--- src/rtl/joypad_port.sv ---
// Purpose: scans a 3-button Genesis-style pad and presents it as an NES 4021-style serial port.
// Latency: pin change to buttons <= P_scan_period+P_settle+3 cycles; strobe to O_GPIO_data 2 cycles.
// Backpressure: none; the CPU pulls one bit per falling edge of I_GPIO_rden, and strobe overrides shifting.
module joypad_port #(
    parameter int P_scan_period = 16384,
    parameter int P_settle      = 32
) (
    input  logic       I_clock,
    input  logic       I_reset,
    input  logic [5:0] I_joy_bits,
    output logic       O_joy_mode,
    input  logic       I_GPIO_load,
    input  logic       I_GPIO_rden,
    output logic       O_GPIO_data
);

    localparam int CW = $clog2(P_scan_period);

    // IDLE after reset lasts P_scan_period-2*P_settle cycles; in steady state COMMIT
    // takes the first of those cycles, so scan start-to-start is exactly P_scan_period.
    localparam logic [CW-1:0] IDLE_LAST   = CW'(P_scan_period - 2*P_settle - 1);
    localparam logic [CW-1:0] SETTLE_LAST = CW'(P_settle - 1);

    localparam logic [1:0] S_IDLE   = 2'd0;
    localparam logic [1:0] S_HI     = 2'd1;
    localparam logic [1:0] S_LO     = 2'd2;
    localparam logic [1:0] S_COMMIT = 2'd3;

    logic [5:0]    sync1_q, sync1_d;
    logic [5:0]    sync2_q, sync2_d;
    logic [1:0]    state_q, state_d;
    logic [CW-1:0] cnt_q, cnt_d;
    logic [5:0]    hi_q, hi_d;      // select-high pins, inverted to active-high
    logic [3:0]    lo_q, lo_d;      // select-low pins[5:2], raw (pins[1:0] are unused there)
    logic          mode_q, mode_d;
    logic [7:0]    buttons_q, buttons_d;
    logic [7:0]    sr_q, sr_d;
    logic          rden_q, rden_d;
    logic          data_q, data_d;
    logic          rden_fall;

    assign O_joy_mode  = mode_q;
    assign O_GPIO_data = data_q;

    // Scan sequencer: settle with select high, settle with select low, then commit atomically.
    always_comb begin
        sync1_d   = I_joy_bits;
        sync2_d   = sync1_q;
        state_d   = state_q;
        cnt_d     = cnt_q;
        hi_d      = hi_q;
        lo_d      = lo_q;
        buttons_d = buttons_q;
        case (state_q)
            S_IDLE: begin
                if (cnt_q == IDLE_LAST) begin
                    state_d = S_HI;
                    cnt_d   = '0;
                end else begin
                    cnt_d = cnt_q + CW'(1);
                end
            end
            S_HI: begin
                if (cnt_q == SETTLE_LAST) begin
                    hi_d    = ~sync2_q;
                    state_d = S_LO;
                    cnt_d   = '0;
                end else begin
                    cnt_d = cnt_q + CW'(1);
                end
            end
            S_LO: begin
                if (cnt_q == SETTLE_LAST) begin
                    lo_d    = sync2_q[5:2];
                    state_d = S_COMMIT;
                    cnt_d   = '0;
                end else begin
                    cnt_d = cnt_q + CW'(1);
                end
            end
            default: begin
                // A real pad drives pins[3:2] low while select is low; anything else means no pad.
                if (lo_q[1:0] != 2'b00) begin
                    buttons_d = 8'h00;
                end else begin
                    buttons_d = {hi_q[3], hi_q[2], hi_q[1], hi_q[0],
                                 ~lo_q[3], ~lo_q[2], hi_q[4], hi_q[5]};
                end
                state_d = S_IDLE;
                cnt_d   = CW'(1);
            end
        endcase
        mode_d = (state_d != S_LO);
    end

    // CPU side: strobe reloads (seeing a same-cycle commit), falling rden shifts in 1s.
    always_comb begin
        rden_fall = rden_q & ~I_GPIO_rden;
        rden_d    = I_GPIO_rden;
        sr_d      = sr_q;
        if (I_GPIO_load) begin
            sr_d = buttons_d;
        end else if (rden_fall) begin
            sr_d = {1'b1, sr_q[7:1]};
        end
        data_d = sr_q[0];
    end

    // State registers with synchronous active-low reset; reset mid-scan discards the scan.
    always_ff @(posedge I_clock) begin
        if (!I_reset) begin
            sync1_q   <= 6'h3F;
            sync2_q   <= 6'h3F;
            state_q   <= S_IDLE;
            cnt_q     <= '0;
            hi_q      <= 6'h00;
            lo_q      <= 4'h0;
            mode_q    <= 1'b1;
            buttons_q <= 8'h00;
            sr_q      <= 8'h00;
            rden_q    <= 1'b0;
            data_q    <= 1'b0;
        end else begin
            sync1_q   <= sync1_d;
            sync2_q   <= sync2_d;
            state_q   <= state_d;
            cnt_q     <= cnt_d;
            hi_q      <= hi_d;
            lo_q      <= lo_d;
            mode_q    <= mode_d;
            buttons_q <= buttons_d;
            sr_q      <= sr_d;
            rden_q    <= rden_d;
            data_q    <= data_d;
        end
    end

endmodule

--- config.mk ---
export PLATFORM = sky130hd
export DESIGN_NAME = joypad_port
export DESIGN_NICKNAME = d
export VERILOG_FILES = /design/src/rtl/joypad_port.sv
export SDC_FILE = /design/constraint.sdc
export NUM_CORES = 1
export LEC_CHECK = 0
export BUFFER_PORTS_ARGS = -buffer_cell sky130_fd_sc_hd__buf_2
export CORE_ASPECT_RATIO = 0.7
export CORE_MARGIN = 2
export CORE_UTILIZATION = 60
export DETAILED_ROUTE_END_ITERATION = 16
export PLACE_DENSITY = 0.87
export SYNTH_ARGS = -nofsm -noshare
export SYNTH_HDL_FRONTEND = slang
export SYNTH_SLANG_ARGS = --single-unit
--- constraint.sdc ---
create_clock -name I_clock -period 4.8 [get_ports I_clock]
set_input_delay 0.24 -clock I_clock [delete_from_list [all_inputs] [get_ports I_clock]]
set_output_delay 0.24 -clock I_clock [all_outputs]
set_load 0.01 [all_outputs]
## After elaboration in Yosys (flattened, before gate mapping)

Cells that the tools add are included.
Widths: inputs -> output; s select.

- Bits in registers: 57
- Output and inout port bits: 2
- Word-level logic and storage cells: 40
- Input bits: 10

- $add $sub $neg: 1
- Eq/ne operators: 5
- Bitwise gates (word level): 5
- Reduce and logical (&&, ||, !) cells: 7
- Muxes and demuxes: 11

Operators by type and width:

| cell | number |
|---|---|
| $mux 8 | 4 |
| $mux 14 | 2 |
| $pmux 14 s2 | 1 |
| $add 14x1->14 const B | 1 |
| $eq 14x14->1 const B | 1 |
| $eq 14x5->1 const B | 1 |
| $mux 2 | 3 |
| $not 6->6 | 1 |
| $pmux 2 s3 | 1 |
| $reduce_and 2->1 | 2 |
| $reduce_bool 2->1 | 2 |
| $not 1->1 | 3 |
| $reduce_or 3->1 | 1 |
| $eq 2x1->1 const B | 1 |
| $eq 2x2->1 const B | 1 |
| $logic_not 2->1 | 1 |
| $ne 2x2->1 const B | 1 |
| $reduce_or 2->1 | 1 |
| $and 1x1->1 | 1 |

## Depth between registers and ports, before layout

Gate-level depths: netlist (run 1).

- Word-level depth: 4
- Gate-level depth with buffers: 8
- Mapped depth without buffers: 6

## Worst setup path before layout (run 1)

Ideal clock, no wire load.

- Path kind: flip-flop to flip-flop
- From: reg cnt_q[0]
- To: reg cnt_q[6]
- Path slack: 2961 ps
- Period minus slack after synthesis: 1839 ps
- Cell stages (with the launch flop): 8
- Data arrival time: 1725 ps
- Data required time: 4685 ps
- Library setup time: 115 ps
- Buffers on the path: 1
- Cell sequence: dfxtp_1 -> ha_1 -> nand3_1 -> or4_4 -> a2bb2oi_2 -> or2_4 -> buf_6 -> nor2_1

- Cells in the longest elaborated chain, start to end: 3
- Elaborated cells on any way between the ends: 6
- Classes of those cells: add/sub: 1; eq/ne: 2; mux: 3

Ends and longest elaborated chain:

| element | line | text |
|---|---|---|
| start: declaration | 32 | `logic [CW-1:0] cnt_q, cnt_d;` |
| start signal: assignment | 127 | `cnt_q <= cnt_d;` |
| $add 14x1->14, or another cell as far along | 60, 69, 78 |  |
| $mux 14 (on tied branches) | 64, 73, 56 |  |
| $pmux 14 s2 (*) | 54 | `case (state_q)` |

Mark *: on every way between the ends. The rest lies on a longest branch, timed or not.
A chain may end at the register's enable or synchronous reset.

## Worst setup path after layout (run 1)

- From: reg cnt_q[0]
- To: reg mode_q (netlist: O_joy_mode)

- Cells in the longest elaborated chain, start to end: 4
- Elaborated cells on any way between the ends: 7
- Classes of those cells: eq/ne: 3; mux: 4

Ends and longest elaborated chain:

| element | line | text |
|---|---|---|
| $eq 14x5->1 or $eq 14x14->1 (tied branches) | 64, 73, 56 |  |
| $mux 2 (on tied branches) | 73, 56, 64 |  |
| $pmux 2 s3 (*) | 54 |  |
| $ne 2x2->1 (*) | 93 | `mode_d = (state_d != S_LO);` |
| end signal: assignment | 130 | `mode_q <= mode_d;` |
| end: declaration | 35 | `logic mode_q, mode_d;` |

Marked as above.

==> run metrics, run 1 <==
ANT nets after route 0; Via Count 1591; largest family of logic cells by synthesized area simple AND/OR/NAND/NOR gates; most frequent cells in the layout dfxtp_1, nor2_1, nand2b_1, nand2_1, nand3_1; MaxCap Viol Count 0; synthesized net count about 250; TritonCTS clock tree built; CP cell instances ha_1, nor4b_1, and4_1, nand2_4, a211oi_1, nand2b_1; Reg area between 1000 and 1500 µm²; I/O Buffers 11; worst-path fanout max 9; first-pass GRT wire length between 7 and 8 mm; CP required between 5 and 6 ns; PwrDens a little under 400 nW/µm²; GR Overflow Total 0; clock skew about 0.0059 ns; final setup vio count 0; Leak between 1 and 1.5 nW; min-delay src I_joy_bits[0]; pre-CTS setup slack 2.798 ns; DR DRC count 0; die width between 70 and 80 µm; sequential area share after synthesis 49.75%; Gate Count Post-Synth roughly 240; area share of and/or/nand/nor cells after synthesis roughly a quarter; Synthesis Warnings 0; clk_lat worst skew 0.33 ns; synthesis-to-layout area growth 11.57%; ys async rst share 0%; area of the core approximately 3600 µm²; Non-Filler Instances 303; die area ~4300 µm²; Netlist cell types 39; Final WS setup around 2.8 ns; post-synthesis compound-gate area fraction just over 10%; post-synthesis mux area share under 10%; final hold viol count 0; setup total negative slack 0 ns; Worst EP arrival between 2 and 2.5 ns; # diodes 0; Final nets roughly 260; Clock Sinks 57; Final Cell Area between 2000 and 3000 µm²; Worst Setup End Kind flip-flop; FILL cells about 260; largest net degree at the start of global routing 39; Longest Clk Path Bufs 2; Final min period roughly 2.0 ns; RSZ-0062 raised after global routing no; cts bufs inserted 9; setup bufs post-CTS 0; GRT Util Overall between 20% and 30%; flops & latches, synth 57; initial antenna violation count 0; Synth Area in Adders under 10%; area of the multi-input gates roughly 1100 µm²; Ports 12; vias per inst approximately 5.3; reg2reg start cnt_q[0]; Initial Util between 60 and 70%; H-Tree Depth 3; HP Class input pin to flip-flop; post-synthesis xor/xnor area fraction 4.583%; status finished clean; prevailing post-synth register cell dfxtp_1; Iter 0 DRT Violations just under 200; Die Y 55.73 µm; Crit-path slowest cell and4_1; DR pass1 iterations 4; kind of critical path flip-flop to flip-flop; vias in the first global route between 1500 and 2000; post-CTS sizing 0; Avg WL per Cell 13.67 µm; startpoint types flip-flop; WL final between 4 and 5 mm; peak supply drop approximately 0.28 mV; Slew Limit Fails 0; Root Buffer Master clkbuf_8; clock-pin slew on the worst setup and hold paths roughly 0.06 ns; Post-Place Cells ~290; layout cells sized above 1 a little over an eighth; Post-Syn Area approximately 2300 µm²; Final HPWL DP 2.751 mm; crit-path max cell delay roughly 0.47 ns; fin crit share about 42%; slew margin rel. approximately 47%; cts hold-fix bufs 0; row count 18; number of synthesized flops with an enable pin 0; f_max 0.4947 GHz; GP Congestion 0.8935; Slew @ Worst Pin 0.7909 ns; most common cell after layout, fill and taps aside dfxtp_1; DP Area between 2000 and 2500 µm²; Syn Area/Cell slightly below 10 µm²; Worst Setup SP cnt_q[0]
==> Yosys cell counts, drive strengths merged (3+ instances only) <==
library cell | instances | area (µm²)
dfxtp | 57 | 1141
nor3 | 3 | 15.01
nor2 | 24 | 90.09
nor2b | 8 | 50.05
clkbuf | 8 | 40.04
nand3 | 14 | 70.07
xnor2 | 4 | 35.03
nand2b | 18 | 112.6
o211a | 4 | 40.04
o21ai | 6 | 30.03
o21a | 6 | 45.04
nand4 | 3 | 18.77
inv | 5 | 18.77
buf | 3 | 26.27
and3 | 3 | 20.02
ha | 5 | 62.56
nand2 | 19 | 78.82
mux2i | 7 | 70.07
xor2 | 8 | 70.07
a21boi | 8 | 60.06
and2 | 7 | 43.79
==> power breakdown <==
part	leakage [nW]	switching, mW	internal [mW]
Clock	0.112	0.173	0.292
Combinational	0.433	0.0224	0.0194
Sequential	0.464	0.00824	0.485
Total	1.01	0.204	0.797
==> final cells by class <==
cell class	instances	share of cell area [%]
Clock inverter	2	1.369
Clock buffer	13	6.993
Timing Repair Buffer	11	2.152
Inverter	5	0.7335
Multi-Input combinational cell	165	41.71
Tap cell	50	2.445
Sequential cell	57	44.60
==> final timing paths <==
check | slack, ns | cells after the start | to
worst min-delay path | 0.09 | 2 | sync1_q[0]
worst max register to register | 2.78 | 6 | O_joy_mode
worst min register to register | 0.40 | 1 | sync2_q[3]
worst max-delay path | 2.78 | 6 | O_joy_mode
==> cell families (layout without fill, tap and decap cells) <==
group,Yosys count,in the layout
and+or+nand+nor,107,107
DFF,57,57
AOI/OAI and AO/OA,32,32
buffers and inverters,16,31
xor gates and xnor gates,12,12
muxes,9,9
adders and majority gates,5,5
==> state kept, by name, indices dropped and copies added, names as in the netlist <==
signal,flops
sync1_q,6
state_q,2
hi_q,6
O_joy_mode,1
sync2_q,6
lo_q,4
O_GPIO_data,1
buttons_q,8
rden_q,1
cnt_q,14
sr_q,8
==> critical path, delay by kind of cell (launching register included) <==
family | cells | cell delay [ns]
flops | 1 | 0.42
compound gates | 1 | 0.30
fa+ha+maj | 1 | 0.24
simple gates | 4 | 0.94
==> layer usage <==
| metal | vias up | GRT usage (%) | share of wire (%) |
|---|---|---|---|
| li1 | 822 | - | - |
| met3 | 4 | 8.442 | 5.3 |
| met2 | 44 | 30.30 | 43 |
| met5 | - | 0 | 0 |
| met4 | 0 | 8.772 | 0.92 |
| met1 | 721 | 29.99 | 51 |
==> through the flow <==
step	power [mW]	hold WS (ns)	util, %
6_report	1.001	0.08834	71.45
5_1_grt	1.038	0.07139	71.45
4_1_cts	1.002	0.07658	71.45
3_5_place_dp	0.5441	0.3941	65.48
3_3_place_gp	0.5420	0.3922	65.48
2_1_floorplan	0.5340	0.3415	-
(Power assumes the default switching activity.)
==> run 2, diff against run 1 <==
--- a/config.mk
+++ b/config.mk
@@ -8,9 +8,9 @@
 export BUFFER_PORTS_ARGS = -buffer_cell sky130_fd_sc_hd__buf_2
 export CORE_ASPECT_RATIO = 0.7
 export CORE_MARGIN = 2
-export CORE_UTILIZATION = 60
+export CORE_UTILIZATION = 53
 export DETAILED_ROUTE_END_ITERATION = 16
-export PLACE_DENSITY = 0.87
+export PLACE_DENSITY = 0.82
 export SYNTH_ARGS = -nofsm -noshare
 export SYNTH_HDL_FRONTEND = slang
 export SYNTH_SLANG_ARGS = --single-unit
==> constraint.sdc (replaced) <==
create_clock -name I_clock -period 1.7 [get_ports I_clock]
set_input_delay 0.085 -clock I_clock [delete_from_list [all_inputs] [get_ports I_clock]]
set_output_delay 0.085 -clock I_clock [all_outputs]
set_load 0.01 [all_outputs]
==> run metrics, run 2 (synthesis gave the netlist of run 1 again) <==
status finished clean; worst-path fanout max 7 (-2); peak supply drop 0.8096 mV (+190%); cts bufs inserted 9 (unchanged); setup bufs post-CTS 0 (unchanged); first-pass GRT wire length 7.038 mm (-1.7%); layout cells sized above 1 20.88% (+7.4 points); Initial Util 56.75% (-7.3 points); synthesis-to-layout area growth 20.08%; Top reg by flops cnt_q; RSZ-0062 raised after global routing yes; Longest Clk Path Bufs 2 (unchanged); die width 82.63 µm (+6.1%); Slew @ Worst Pin 0.4742 ns (-0.3166 ns); HP Class input pin to flip-flop; clock skew 0.005845 ns (-0.00003561 ns); Final nets 283 (+7.2%); DR pass1 iterations 5 (+1); Final HPWL DP 2.819 mm (+2.5%); clock-pin slew on the worst setup and hold paths 0.06 ns (about the same); largest net degree at the start of global routing 38 (-2.6%); Slew Limit Fails 0 (unchanged); row count 19 (+1); TritonCTS clock tree built; Root Buffer Master clkbuf_8; Final min period 1.641 ns (-0.3807 ns); ANT nets after route 0 (unchanged); Leak 1.090 nW (+8.1%); slew margin rel. 68.27% (+21 points); GP Congestion 0.7930 (-11%); final hold viol count 0 (unchanged); PwrDens 1008 nW/µm² (+160%); kind of critical path flip-flop to flip-flop; most common cell after layout, fill and taps aside dfxtp_1; initial antenna violation count 0 (unchanged); WL final 4.340 mm (+4.8%); DP Area 2452 µm² (+4.6%); H-Tree Depth 3 (unchanged); clk_lat worst skew 0.33 ns (about the same); GR Overflow Total 0 (unchanged); DR DRC count 0 (unchanged); fin crit share 96.51% (+54 points); Worst Setup End Kind flip-flop; startpoint types flip-flop; I/O Buffers 11 (unchanged); MaxCap Viol Count 0 (unchanged); vias in the first global route 1518 (-1.2%); Die Y 59.04 µm (+5.9%); cell count of the worst reg-to-reg path 5 (-1); Via Count 1718 (+8.0%); max reg flops 14 (unchanged); Final Cell Area 2754 µm² (+7.6%); # diodes 0 (unchanged); area of the core 4041 µm² (+13%); Clock Sinks 57 (unchanged); f_max 0.6095 GHz (+23%); largest registers cnt_q x14, buttons_q x8, sr_q x8; die area 4878 µm² (+12%); Iter 0 DRT Violations 179 (-7.7%); final core occ 68.14% (-3.3 points); CP required 1.92 ns (-3.09 ns); hold depth 2 (unchanged); GRT Util Overall 19.96% (-1.7 points); final setup vio count 0 (unchanged); vias per inst 5.286 (+0.67%); Worst EP arrival 1.86 ns (-0.37 ns); most frequent cells in the layout dfxtp_1, nor2_1, nand2b_1, nand2_1, nand3_1; Avg WL per Cell 13.35 µm (-2.3%); Ports 12 (unchanged)
## run 2: path summary, 6_finish.rpt
kind	start	endpoint	slack (ns)
min	I_GPIO_load	sr_q[7]	0.09
max	cnt_q[12]	cnt_q[10]	0.06
max reg2reg	cnt_q[12]	cnt_q[10]	0.06
min reg2reg	sync1_q[4]	sync2_q[4]	0.40
## run 2: cell type report
type	instances	area [µm²]
flip-flops and latches	57	1152
fillers	329	1287
multi-input cells	166	1121
well taps	52	65.06
clock buffers	13	148.9
clock inverters	3	40.04
inverters	5	18.77
repair buffers	29	207.7
## run 2: power by group
group | leakage (nW) | internal, mW | switching (mW)
clock | 0.0974 | 0.713 | 0.504
combinational | 0.526 | 0.0863 | 0.0836
sequential | 0.467 | 1.37 | 0.0192
total | 1.09 | 2.17 | 0.607
## run 2: through the flow
stage	instances	hold slack, ns	total power, mW	TNS, ns	worst slack [ns]
finish	325	0.09323	2.776	0	0.05925
global route	325	0.1047	2.878	-0.02330	-0.02330
CTS	324	0.08350	2.787	0	0.002760
detailed placement	301	0.2708	1.559	-1.067	-0.07896
global placement	301	0.2672	1.555	0	0.008548
floorplan	238	0.1865	1.516	0	0.008093
## run 2: critical path, stage by stage, from the launching register on
cell and delay [ns]:
dfxtp_2 0.35, nand4_1 0.13, or4_4 0.59, a2bb2oi_4 0.20
or2_4 0.20, nor2_1 0.06
## run 2: timing repair
action,4_1_cts,5_1_grt
cloned,0,1
hold buffers,7,0
gates resized for setup,2,10
pin swaps,1,2
setup endpoints to repair,23,30
endpoints found under the hold margin,7,0
## run 2: metal layers
layer  up-vias  share of wire [%]  GRT usage (%)
met5         -                  0              0
met4         0                1.2          7.728
met3         7                6.3          8.232
met2        41                 40          26.50
met1       807                 53          28.74
li1        863                  -              -
==> run 3, diff against run 2 <==
--- a/config.mk
+++ b/config.mk
@@ -6,11 +6,14 @@
 export NUM_CORES = 1
 export LEC_CHECK = 0
 export BUFFER_PORTS_ARGS = -buffer_cell sky130_fd_sc_hd__buf_2
+export CELL_PAD_IN_SITES_DETAIL_PLACEMENT = 0
+export CELL_PAD_IN_SITES_GLOBAL_PLACEMENT = 1
 export CORE_ASPECT_RATIO = 0.7
 export CORE_MARGIN = 2
-export CORE_UTILIZATION = 53
+export CORE_UTILIZATION = 42
 export DETAILED_ROUTE_END_ITERATION = 16
-export PLACE_DENSITY = 0.82
+export PLACE_DENSITY = 0.83
+export SLEW_MARGIN = 40
 export SYNTH_ARGS = -nofsm -noshare
 export SYNTH_HDL_FRONTEND = slang
 export SYNTH_SLANG_ARGS = --single-unit
==> constraint.sdc (replaced) <==
create_clock -name I_clock -period 1.7 [get_ports I_clock]
set_input_delay 0.255 -clock I_clock [delete_from_list [all_inputs] [get_ports I_clock]]
set_output_delay 0.255 -clock I_clock [all_outputs]
set_load 0.01 [all_outputs]
==> run metrics, run 3 (synthesis gave the netlist of run 1 again) <==
status finished clean; HP Class input pin to flip-flop; clock network power share 45.5% (+1.7 points); area of the core 5258 µm² (+30%); Slew Limit Fails 0 (unchanged); cell count of the worst reg-to-reg path 5 (unchanged); GR Overflow Total 0 (unchanged); reg2reg start cnt_q[6]; clock skew 0.005900 ns (+0.00005515 ns); DR pass1 iterations 4 (-1); Final nets 280 (-1.1%); vias per inst 4.819 (-8.8%); layout cells sized above 1 22.59% (+1.7 points); WL final 4.285 mm (-1.3%); row count 22 (+3); most frequent cells in the layout dfxtp_1, nor2_1, nand2b_1, nand2_1, nand3_1; final hold viol count 0 (unchanged); Slew @ Worst Pin 0.4157 ns (-0.05854 ns); synthesis-to-layout area growth 20.73%; Worst Setup End Kind flip-flop; Via Count 1648 (-4.1%); Die Y 65.83 µm (+12%); ANT nets after route 0 (unchanged); GP Congestion 0.8143 (+2.7%); Post-Place Cells 323 (+7.3%); max reg flops 14 (unchanged); worst hold slack 0.1017 ns (+0.008520 ns); slack of the worst reg-to-reg path 0.05 ns (about the same); FILL cells 498 (+51%); die width 92.32 µm (+12%); largest registers cnt_q x14, buttons_q x8, sr_q x8; CP required 1.93 ns (about the same); PwrDens 1026 nW/µm² (+1.8%); slew margin rel. 72.19% (+3.9 points); # diodes 0 (unchanged); clk_lat worst skew 0.33 ns (about the same); Ports 12 (unchanged); TritonCTS clock tree built; combinational share of power 5.6% (-0.5 points); pre-CTS setup slack -0.1131 ns (-0.03416 ns); I/O Buffers 11 (unchanged); final setup vio count 0 (unchanged); Final WS setup 0.05469 ns (-0.004563 ns); Root Buffer Master clkbuf_8; Worst Setup EP cnt_q[12]; FF-to-FF End cnt_q[12]; DP Area 2492 µm² (+1.6%); Leak 1.098 nW (+0.65%); fin crit share 96.78% (+0.27 points); kind of critical path flip-flop to flip-flop; MaxCap Viol Count 0 (unchanged); Clock Sinks 57 (unchanged); Iter 0 DRT Violations 106 (-41%); Switching Share 20.99% (-0.87 points); Final HPWL DP 2.898 mm (+2.8%); Initial Util 43.62% (-13 points); most common cell after layout, fill and taps aside dfxtp_1; cts hold-fix bufs 0 (-7); worst-path fanout max 7 (unchanged); clock-pin slew on the worst setup and hold paths 0.06 ns (about the same); startpoint types flip-flop; Non-Filler Instances 342 (+5.2%); DR DRC count 0 (unchanged); setup total negative slack 0 ns (unchanged); P_int 2.244 mW (+3.5%); cts bufs inserted 9 (unchanged); Worst Setup SP cnt_q[6]; Avg WL per Cell 12.53 µm (-6.2%); f_max 0.6078 GHz (-0.28%); Final Cell Area 2769 µm² (+0.55%); Final min period 1.645 ns (+0.004563 ns); Switch Pwr 596.1 µW (-1.7%); first-pass GRT wire length 7.162 mm (+1.8%); vias in the first global route 1503 (-0.99%); Worst EP arrival 1.87 ns (about the same); initial antenna violation count 0 (unchanged); largest net degree at the start of global routing 38 (unchanged); peak supply drop 0.5067 mV (-37%); share of power burned in registers 48.9% (-1.1 points); Longest Clk Path Bufs 2 (unchanged); Top reg by flops cnt_q; H-Tree Depth 3 (unchanged); GRT Util Overall 15.81% (-4.2 points); die area 6077 µm² (+25%); min-delay src I_joy_bits[3]
## run 3: worst min-delay path by stage
| stage | to | slack (ns) | cells after the start |
|---|---|---|---|
| floorplan | sync1_q[0] | 0.36 | 1 |
| global placement | sync2_q[1] | 0.39 | 1 |
| detailed placement | sync2_q[3] | 0.39 | 1 |
| CTS | sync1_q[3] | 0.09 | 2 |
| global route | sync1_q[3] | 0.09 | 2 |
| finish | sync1_q[3] | 0.10 | 2 |
## run 3: power groups by stage
stage	Combinational (mW)	Sequential, mW	Clock (mW)
final	0.159	1.39	1.29
after global routing	0.178	1.39	1.39
after CTS	0.155	1.39	1.32
after detailed placement	0.142	1.42	0
after global placement	0.140	1.42	0
after floorplan	0.0969	1.42	0
## run 3: worst max-delay path, stage by stage (launching register included)
cell and delay, ns:
dfxtp_2 0.34, nand4b_1 0.18, or4_4 0.57, a2bb2oi_4 0.20
or2_4 0.19, nor2_1 0.06
## run 3: cell type report
cell class | count | area, µm² | area share [%]
Inverter | 5 | 18.77 | 0.6778
Clock inverter | 2 | 35.03 | 1.265
Clock buffer | 14 | 172.7 | 6.236
Timing Repair Buffer | 26 | 172.7 | 6.236
Multi-Input combinational cell | 166 | 1129 | 40.76
Sequential cell | 57 | 1151 | 41.57
Tap cell | 72 | 90.09 | 3.253
## run 3: timing repair
item,in CTS,in global routing
hold endpoints to repair,0,0
pin swaps,1,6
resized for setup,4,9
cloned,1,1
setup endpoints to repair,22,23
buffers inserted,0,1
## run 3: per-layer routing
layer  GRT usage, %  up-vias  routed length, µm
met2          21.08       44               1639
met1          21.76      745               2323
li1               -      852                  -
met5              0        -                  0
met3          6.499        7                238
met4          7.836        0                 82
## run 3: stage by stage
stage | power [mW] | util [%]
finish | 2.840 | 52.67
CTS | 2.870 | 51.95
detailed placement | 1.561 | 47.41
global route | 2.959 | 52.67
global placement | 1.558 | 47.41
floorplan | 1.516 | -
